### src/rtl/oagu_wr.sv
// Output address generation unit: buffers PE results in a small FIFO and writes them
// into the IOB using the piece-interleaved line layout (line = X*L words).
module oagu_wr #(
  parameter int DATA_W     = 16,
  parameter int FIFO_DEPTH = 4
) (
  input  logic              i_clk,
  input  logic              i_rst_n,
  input  logic              i_start,
  input  logic [11:0]       i_addr_start,
  input  logic [7:0]        i_out_x_length,
  input  logic [7:0]        i_out_y_length,
  input  logic [7:0]        i_out_layers,
  input  logic              i_res_valid,
  input  logic [DATA_W-1:0] i_res_data,
  output logic              o_res_ready,
  output logic              o_iob_wr_en,
  output logic [11:0]       o_iob_waddr,
  output logic [DATA_W-1:0] o_iob_wdata,
  input  logic              i_iob_wr_gnt,
  output logic              o_busy,
  output logic              o_done,
  output logic              o_overflow
);

  localparam int AW = $clog2(FIFO_DEPTH);
  localparam logic [AW:0]   CNT_FULL = (AW+1)'(FIFO_DEPTH);
  localparam logic [AW:0]   CNT_ONE  = (AW+1)'(1);
  localparam logic [AW-1:0] PTR_ONE  = AW'(1);

  localparam logic [1:0] S_IDLE = 2'd0;
  localparam logic [1:0] S_CFG  = 2'd1;
  localparam logic [1:0] S_RUN  = 2'd2;
  localparam logic [1:0] S_DONE = 2'd3;

  logic [1:0]  state_q, state_d;
  logic [7:0]  xlen_q, xlen_d;
  logic [7:0]  ylen_q, ylen_d;
  logic [7:0]  lay_q, lay_d;
  logic [11:0] line_q, line_d;
  logic [11:0] row_q, row_d;
  logic [11:0] piece_q, piece_d;
  logic [11:0] col_q, col_d;
  logic [7:0]  xc_q, xc_d;
  logic [7:0]  yc_q, yc_d;
  logic [7:0]  lc_q, lc_d;
  logic [AW:0]   cnt_q, cnt_d;
  logic [AW-1:0] wp_q, wp_d;
  logic [AW-1:0] rp_q, rp_d;
  logic          ready_q, ready_d;
  logic          ovf_q, ovf_d;
  logic [DATA_W-1:0] mem_q [FIFO_DEPTH];

  logic start_acc;
  logic push;
  logic wr_en;
  logic pop;
  logic last_x;
  logic last_l;
  logic last_y;

  assign start_acc = (state_q == S_IDLE) & i_start;
  assign push      = i_res_valid & ready_q;
  assign wr_en     = (state_q == S_RUN) & (cnt_q != '0);
  assign pop       = wr_en & i_iob_wr_gnt;
  assign last_x    = (xc_q == xlen_q - 8'd1);
  assign last_l    = (lc_q == lay_q - 8'd1);
  assign last_y    = (yc_q == ylen_q - 8'd1);

  // Control and address walk: x innermost, then piece, then row.
  always_comb begin
    state_d = state_q;
    xlen_d  = xlen_q;
    ylen_d  = ylen_q;
    lay_d   = lay_q;
    line_d  = line_q;
    row_d   = row_q;
    piece_d = piece_q;
    col_d   = col_q;
    xc_d    = xc_q;
    yc_d    = yc_q;
    lc_d    = lc_q;
    ovf_d   = ovf_q;
    case (state_q)
      S_IDLE: begin
        if (i_start) begin
          state_d = S_CFG;
          xlen_d  = i_out_x_length;
          ylen_d  = i_out_y_length;
          lay_d   = i_out_layers;
          row_d   = i_addr_start;
          piece_d = i_addr_start;
          col_d   = i_addr_start;
          xc_d    = 8'd0;
          yc_d    = 8'd0;
          lc_d    = 8'd0;
        end
      end
      S_CFG: begin
        line_d = 12'({8'd0, xlen_q} * {8'd0, lay_q});
        if ((xlen_q == 8'd0) || (ylen_q == 8'd0) || (lay_q == 8'd0)) begin
          state_d = S_DONE;
        end else begin
          state_d = S_RUN;
        end
      end
      S_RUN: begin
        if (pop) begin
          if (!last_x) begin
            xc_d  = xc_q + 8'd1;
            col_d = col_q + {4'd0, lay_q};
          end else begin
            xc_d = 8'd0;
            if (!last_l) begin
              lc_d    = lc_q + 8'd1;
              piece_d = piece_q + 12'd1;
              col_d   = piece_q + 12'd1;
            end else begin
              lc_d = 8'd0;
              if (!last_y) begin
                yc_d    = yc_q + 8'd1;
                row_d   = row_q + line_q;
                piece_d = row_q + line_q;
                col_d   = row_q + line_q;
              end else begin
                state_d = S_DONE;
              end
            end
          end
        end
      end
      S_DONE: begin
        state_d = S_IDLE;
      end
      default: begin
        state_d = S_IDLE;
      end
    endcase
    if (i_res_valid && !ready_q) begin
      ovf_d = 1'b1;
    end
    if (start_acc) begin
      ovf_d = 1'b0;
    end
  end

  // FIFO bookkeeping; a fresh start discards anything left over.
  always_comb begin
    cnt_d = cnt_q;
    wp_d  = wp_q;
    rp_d  = rp_q;
    if (push) begin
      wp_d = wp_q + PTR_ONE;
    end
    if (pop) begin
      rp_d = rp_q + PTR_ONE;
    end
    case ({push, pop})
      2'b10:   cnt_d = cnt_q + CNT_ONE;
      2'b01:   cnt_d = cnt_q - CNT_ONE;
      default: cnt_d = cnt_q;
    endcase
    if (start_acc) begin
      cnt_d = '0;
      wp_d  = '0;
      rp_d  = '0;
    end
    ready_d = (state_d == S_RUN) && (cnt_d < CNT_FULL);
  end

  always_ff @(posedge i_clk or negedge i_rst_n) begin
    if (!i_rst_n) begin
      state_q <= S_IDLE;
      xlen_q  <= 8'd0;
      ylen_q  <= 8'd0;
      lay_q   <= 8'd0;
      line_q  <= 12'd0;
      row_q   <= 12'd0;
      piece_q <= 12'd0;
      col_q   <= 12'd0;
      xc_q    <= 8'd0;
      yc_q    <= 8'd0;
      lc_q    <= 8'd0;
      cnt_q   <= '0;
      wp_q    <= '0;
      rp_q    <= '0;
      ready_q <= 1'b0;
      ovf_q   <= 1'b0;
    end else begin
      state_q <= state_d;
      xlen_q  <= xlen_d;
      ylen_q  <= ylen_d;
      lay_q   <= lay_d;
      line_q  <= line_d;
      row_q   <= row_d;
      piece_q <= piece_d;
      col_q   <= col_d;
      xc_q    <= xc_d;
      yc_q    <= yc_d;
      lc_q    <= lc_d;
      cnt_q   <= cnt_d;
      wp_q    <= wp_d;
      rp_q    <= rp_d;
      ready_q <= ready_d;
      ovf_q   <= ovf_d;
    end
  end

  // Storage carries no reset; outputs are gated by wr_en instead.
  always_ff @(posedge i_clk) begin
    if (push) begin
      mem_q[wp_q] <= i_res_data;
    end
  end

  assign o_res_ready = ready_q;
  assign o_iob_wr_en = wr_en;
  assign o_iob_waddr = wr_en ? col_q : 12'd0;
  assign o_iob_wdata = wr_en ? mem_q[rp_q] : '0;
  assign o_busy      = (state_q == S_CFG) || (state_q == S_RUN);
  assign o_done      = (state_q == S_DONE);
  assign o_overflow  = ovf_q;

endmodule

### config.mk
export PLATFORM = sky130hd
export DESIGN_NAME = oagu_wr
export DESIGN_NICKNAME = d
export VERILOG_FILES = /design/src/rtl/oagu_wr.sv
export SDC_FILE = /design/constraint.sdc
export NUM_CORES = 1
export LEC_CHECK = 0
export BUFFER_PORTS_ARGS = -buffer_cell sky130_fd_sc_hd__buf_4
export CAP_MARGIN = 20
export CORE_ASPECT_RATIO = 2
export CORE_MARGIN = 1
export CORE_UTILIZATION = 61
export CTS_BUF_LIST = sky130_fd_sc_hd__clkbuf_4 sky130_fd_sc_hd__clkbuf_8 sky130_fd_sc_hd__clkbuf_16
export DETAILED_ROUTE_END_ITERATION = 10
export PLACE_DENSITY = 0.81
export SLEW_MARGIN = 15
export SYNTH_ARGS = -nofsm -noshare
export SYNTH_HDL_FRONTEND = slang
export SYNTH_SLANG_ARGS = --single-unit
### constraint.sdc
create_clock -name i_clk -period 12 [get_ports i_clk]
set_clock_uncertainty 0.15 [all_clocks]
set_input_delay 1.8 -clock i_clk [delete_from_list [all_inputs] [get_ports i_clk]]
set_output_delay 1.8 -clock i_clk [all_outputs]
set_load 0.005 [all_outputs]
==> flow_metrics.py <==
metrics = {
    "timing": {
        "hold_violations": 0,
        "hold_slack_ps": 363,
        "fin_crit_ps": 4900,
        "maxSlewHeadroom": 0.332,
        "tns_ps": 0,
        "rsz0062_at_grt": "false",
        "period_share": 0.408,
        "max_freq_mhz": 204,
        "setup_violations": 0,
        "drv_slew": 0,
        "tightest_slew_ps": 1000,
    },
    "worst_setup_path": {
        "crit_chain": "inv_1 -> ha_2 -> buf_4 -> nand2b_1 -> inv_1 -> and2_1 -> buf_4",
        "required_ps": 10050,
        "critical-path-top-delay-family": "buffers and inverters",
        "cp-start-kind": "register",
        "crit_buf_inv": 4,
        "cp_slowest_cell": "inv_1",
        "end_kind": "primary output",
        "worst-setup-path-type": "register to primary output",
        "cpPeakStageDelay_ps": 680,
        "worstPathArrival_ps": 2950,
        "critPathMaxFanout": 49,
    },
    "power_and_ir_drop": {
        "p_per_area_nw_per_um2": 145,
        "switching_share": 0.307,
        "pwr-share-clk": 0.336,
        "p_seq_frac": 0.412,
        "ir_drop_mv": 0.108,
        "combPwrFrac": 0.252,
        "p_int_mw": 1.26,
        "p_sw_mw": 0.558,
        "p_leak_nw": 5.81,
        "fin_total_pwr_mw": 1.82,
    },
    "synthesis": {
        "synth.distinct_cells": 73,
        "yosysMostFrequentCell": "dfrtp_1",
        "synth.avg_cell_area_um2": 10.3,
        "synth_largest_area_cell": "dfrtp_1",
        "async_reset_ff_frac": 0.626,
        "syn_nets": 1225,
        "synth_cells": 1073,
        "synth_edf_count": 64,
        "yosysWarnings": 0,
        "netlist_top_cells_area": "dfrtp_1, edfxtp_1, ha_1",
        "ys_seq_elements": 171,
        "synth.yosys.seq_area_share": 0.415,
        "synth_common_cells": "dfrtp_1, inv_1, nand2_1",
        "synth_area_um2": 11100,
        "synth_top_flop_cell": "dfrtp_1",
        "netlist.area_leader.share": 0.241,
    },
    "run_status": {
        "status": "finished clean",
    },
    "placement": {
        "numPortBuffers": 89,
        "gp_congestion": 0.902,
        "place_area_um2": 11900,
        "hpwl_mm": 20.4,
    },
    "drt": {
        "wirelength_mm": 27.6,
        "drt_iter0_drc": 501,
        "avgViaCountPerCell": 6.21,
        "vias": 8488,
        "drcViolationCount": 0,
        "antenna_left": 0,
        "avgRoutedWirePerCell_um": 20.2,
        "dr.pass1.iters": 5,
    },
    "clock_tree": {
        "cts_hold_buffers": 0,
        "clock-sinks": 171,
        "cts_resized": 0,
        "clkTransAtPathRegs_ps": 70,
        "cts_tree": "done",
        "cts_setup_buffers": 0,
        "clkLatencyLatePin_ps": 450,
        "cts-root-buf": "clkbuf_16",
        "htree_levels": 4,
        "cts_buffer_depth": 2,
        "cts_buffers": 17,
    },
    "grt": {
        "grt_util_all_layers": 0.305,
        "grt_start_max_net_pins": 75,
        "grt_pass1_vias": 8668,
        "grt_remaining_overflow": 0,
        "grt_first_pass_wirelength_mm": 43.8,
        "antenna_found_initial": 0,
    },
    "cells_and_area": {
        "drive_gt1_frac": 0.168,
        "antenna_cells": 0,
        "nFillCells": 1325,
        "area_growth_pct": 13.1,
        "final_design_area_no_fill_um2": 12500,
        "final_nets": 1292,
        "utilization": 0.705,
    },
    "worst_hold_path": {
        "hold_path_class": "register to register",
    },
    "run": {
        "maxCapViolCount": 0,
    },
    "floorplan": {
        "die_h_um": 193,
        "core_um2": 17800,
        "dieArea_um2": 18800,
        "dieWidth_um": 97.4,
        "row_count": 69,
        "initial_core_util": 0.624,
        "ioPinCount": 90,
    },
}
[layout by cell type (no fill, tap or decap), drive strengths merged, types with 4 or more instances in the layout]
cell type	instances
dfrtp	107
inv	102
buf	97
nand2	83
o21ai	71
and2	68
edfxtp	64
ha	61
a21oi	55
nor2	54
xnor2	41
mux2	37
xor2	34
fa	34
nand3	26
and3	19
clkbuf	17
mux4	16
mux2i	14
nor3	12
nor2b	12
a21o	10
a31oi	10
nor4	8
o21bai	7
or4	6
a22o	6
o211ai	5
or3	4
o22ai	4
o21a	4
o31ai	4
[final timing paths]
path	startpoint	to	slack, ps	cells past startpoint
min	row_q[11]	row_q[11]	360	1
max	state_q[0]	o_iob_wdata[5]	7100	7
max reg2reg	lay_q[2]	row_q[8]	7120	7
min reg2reg	row_q[11]	row_q[11]	360	1
max in group asynchronous	i_rst_n	lay_q[3]	9160	2
min in group asynchronous	i_rst_n	ylen_q[1]	1160	1
[state kept, by name, summed over array words and instances, names as in the netlist, 3 cells and up]
| name | flops |
|---|---|
| xlen_q | 8 |
| row_q | 12 |
| mem_q | 64 |
| yc_q | 8 |
| piece_q | 12 |
| ylen_q | 8 |
| lc_q | 8 |
| xc_q | 8 |
| cnt_q | 3 |
| col_q | 12 |
| lay_q | 8 |
| line_q | 12 |
[logic make-up after synthesis]
logic type | count (synthesis) | synth area share
buffers and inverters | 142 | 0.0493
multiplexers | 67 | 0.0827
AO/OA/AOI/OAI | 207 | 0.116
AND/OR/NAND/NOR | 316 | 0.148
adder cells (fa/ha/maj) | 95 | 0.130
flip-flops | 171 | 0.415
XOR/XNOR | 75 | 0.0592
[routing by layer]
layer,track usage,share of wire
met5,0,0
met4,0.216,0.065
met3,0.0413,0.043
met2,0.570,0.55
met1,0.309,0.35
[power groups by stage]
stage / combinational (mW) / sequential, mW / clock [mW]
floorplan: 0.305 / 0.712 / 0
global placement: 0.443 / 0.756 / 0
detailed placement: 0.458 / 0.761 / 0
CTS: 0.463 / 0.749 / 0.614
global route: 0.503 / 0.758 / 0.633
finish: 0.458 / 0.748 / 0.611
[layout make-up]
type | count | area [um^2] | area share
multi-input combinational | 760 | 5950 | 0.474
clock buffer | 17 | 425 | 0.0339
clock inverter | 15 | 223 | 0.0178
timing repair buffer | 97 | 728 | 0.0581
tap | 213 | 267 | 0.0213
inverter | 93 | 349 | 0.0278
sequential | 171 | 4600 | 0.367
[through the flow]
stage / std cells / worst slack, ps
finish: 1366 / 7100
global placement: 1334 / 7470
detailed placement: 1334 / 7400
global route: 1366 / 6900
CTS: 1366 / 7120
floorplan: 1073 / 7710
Note: power is estimated with default switching activity, not from simulation.
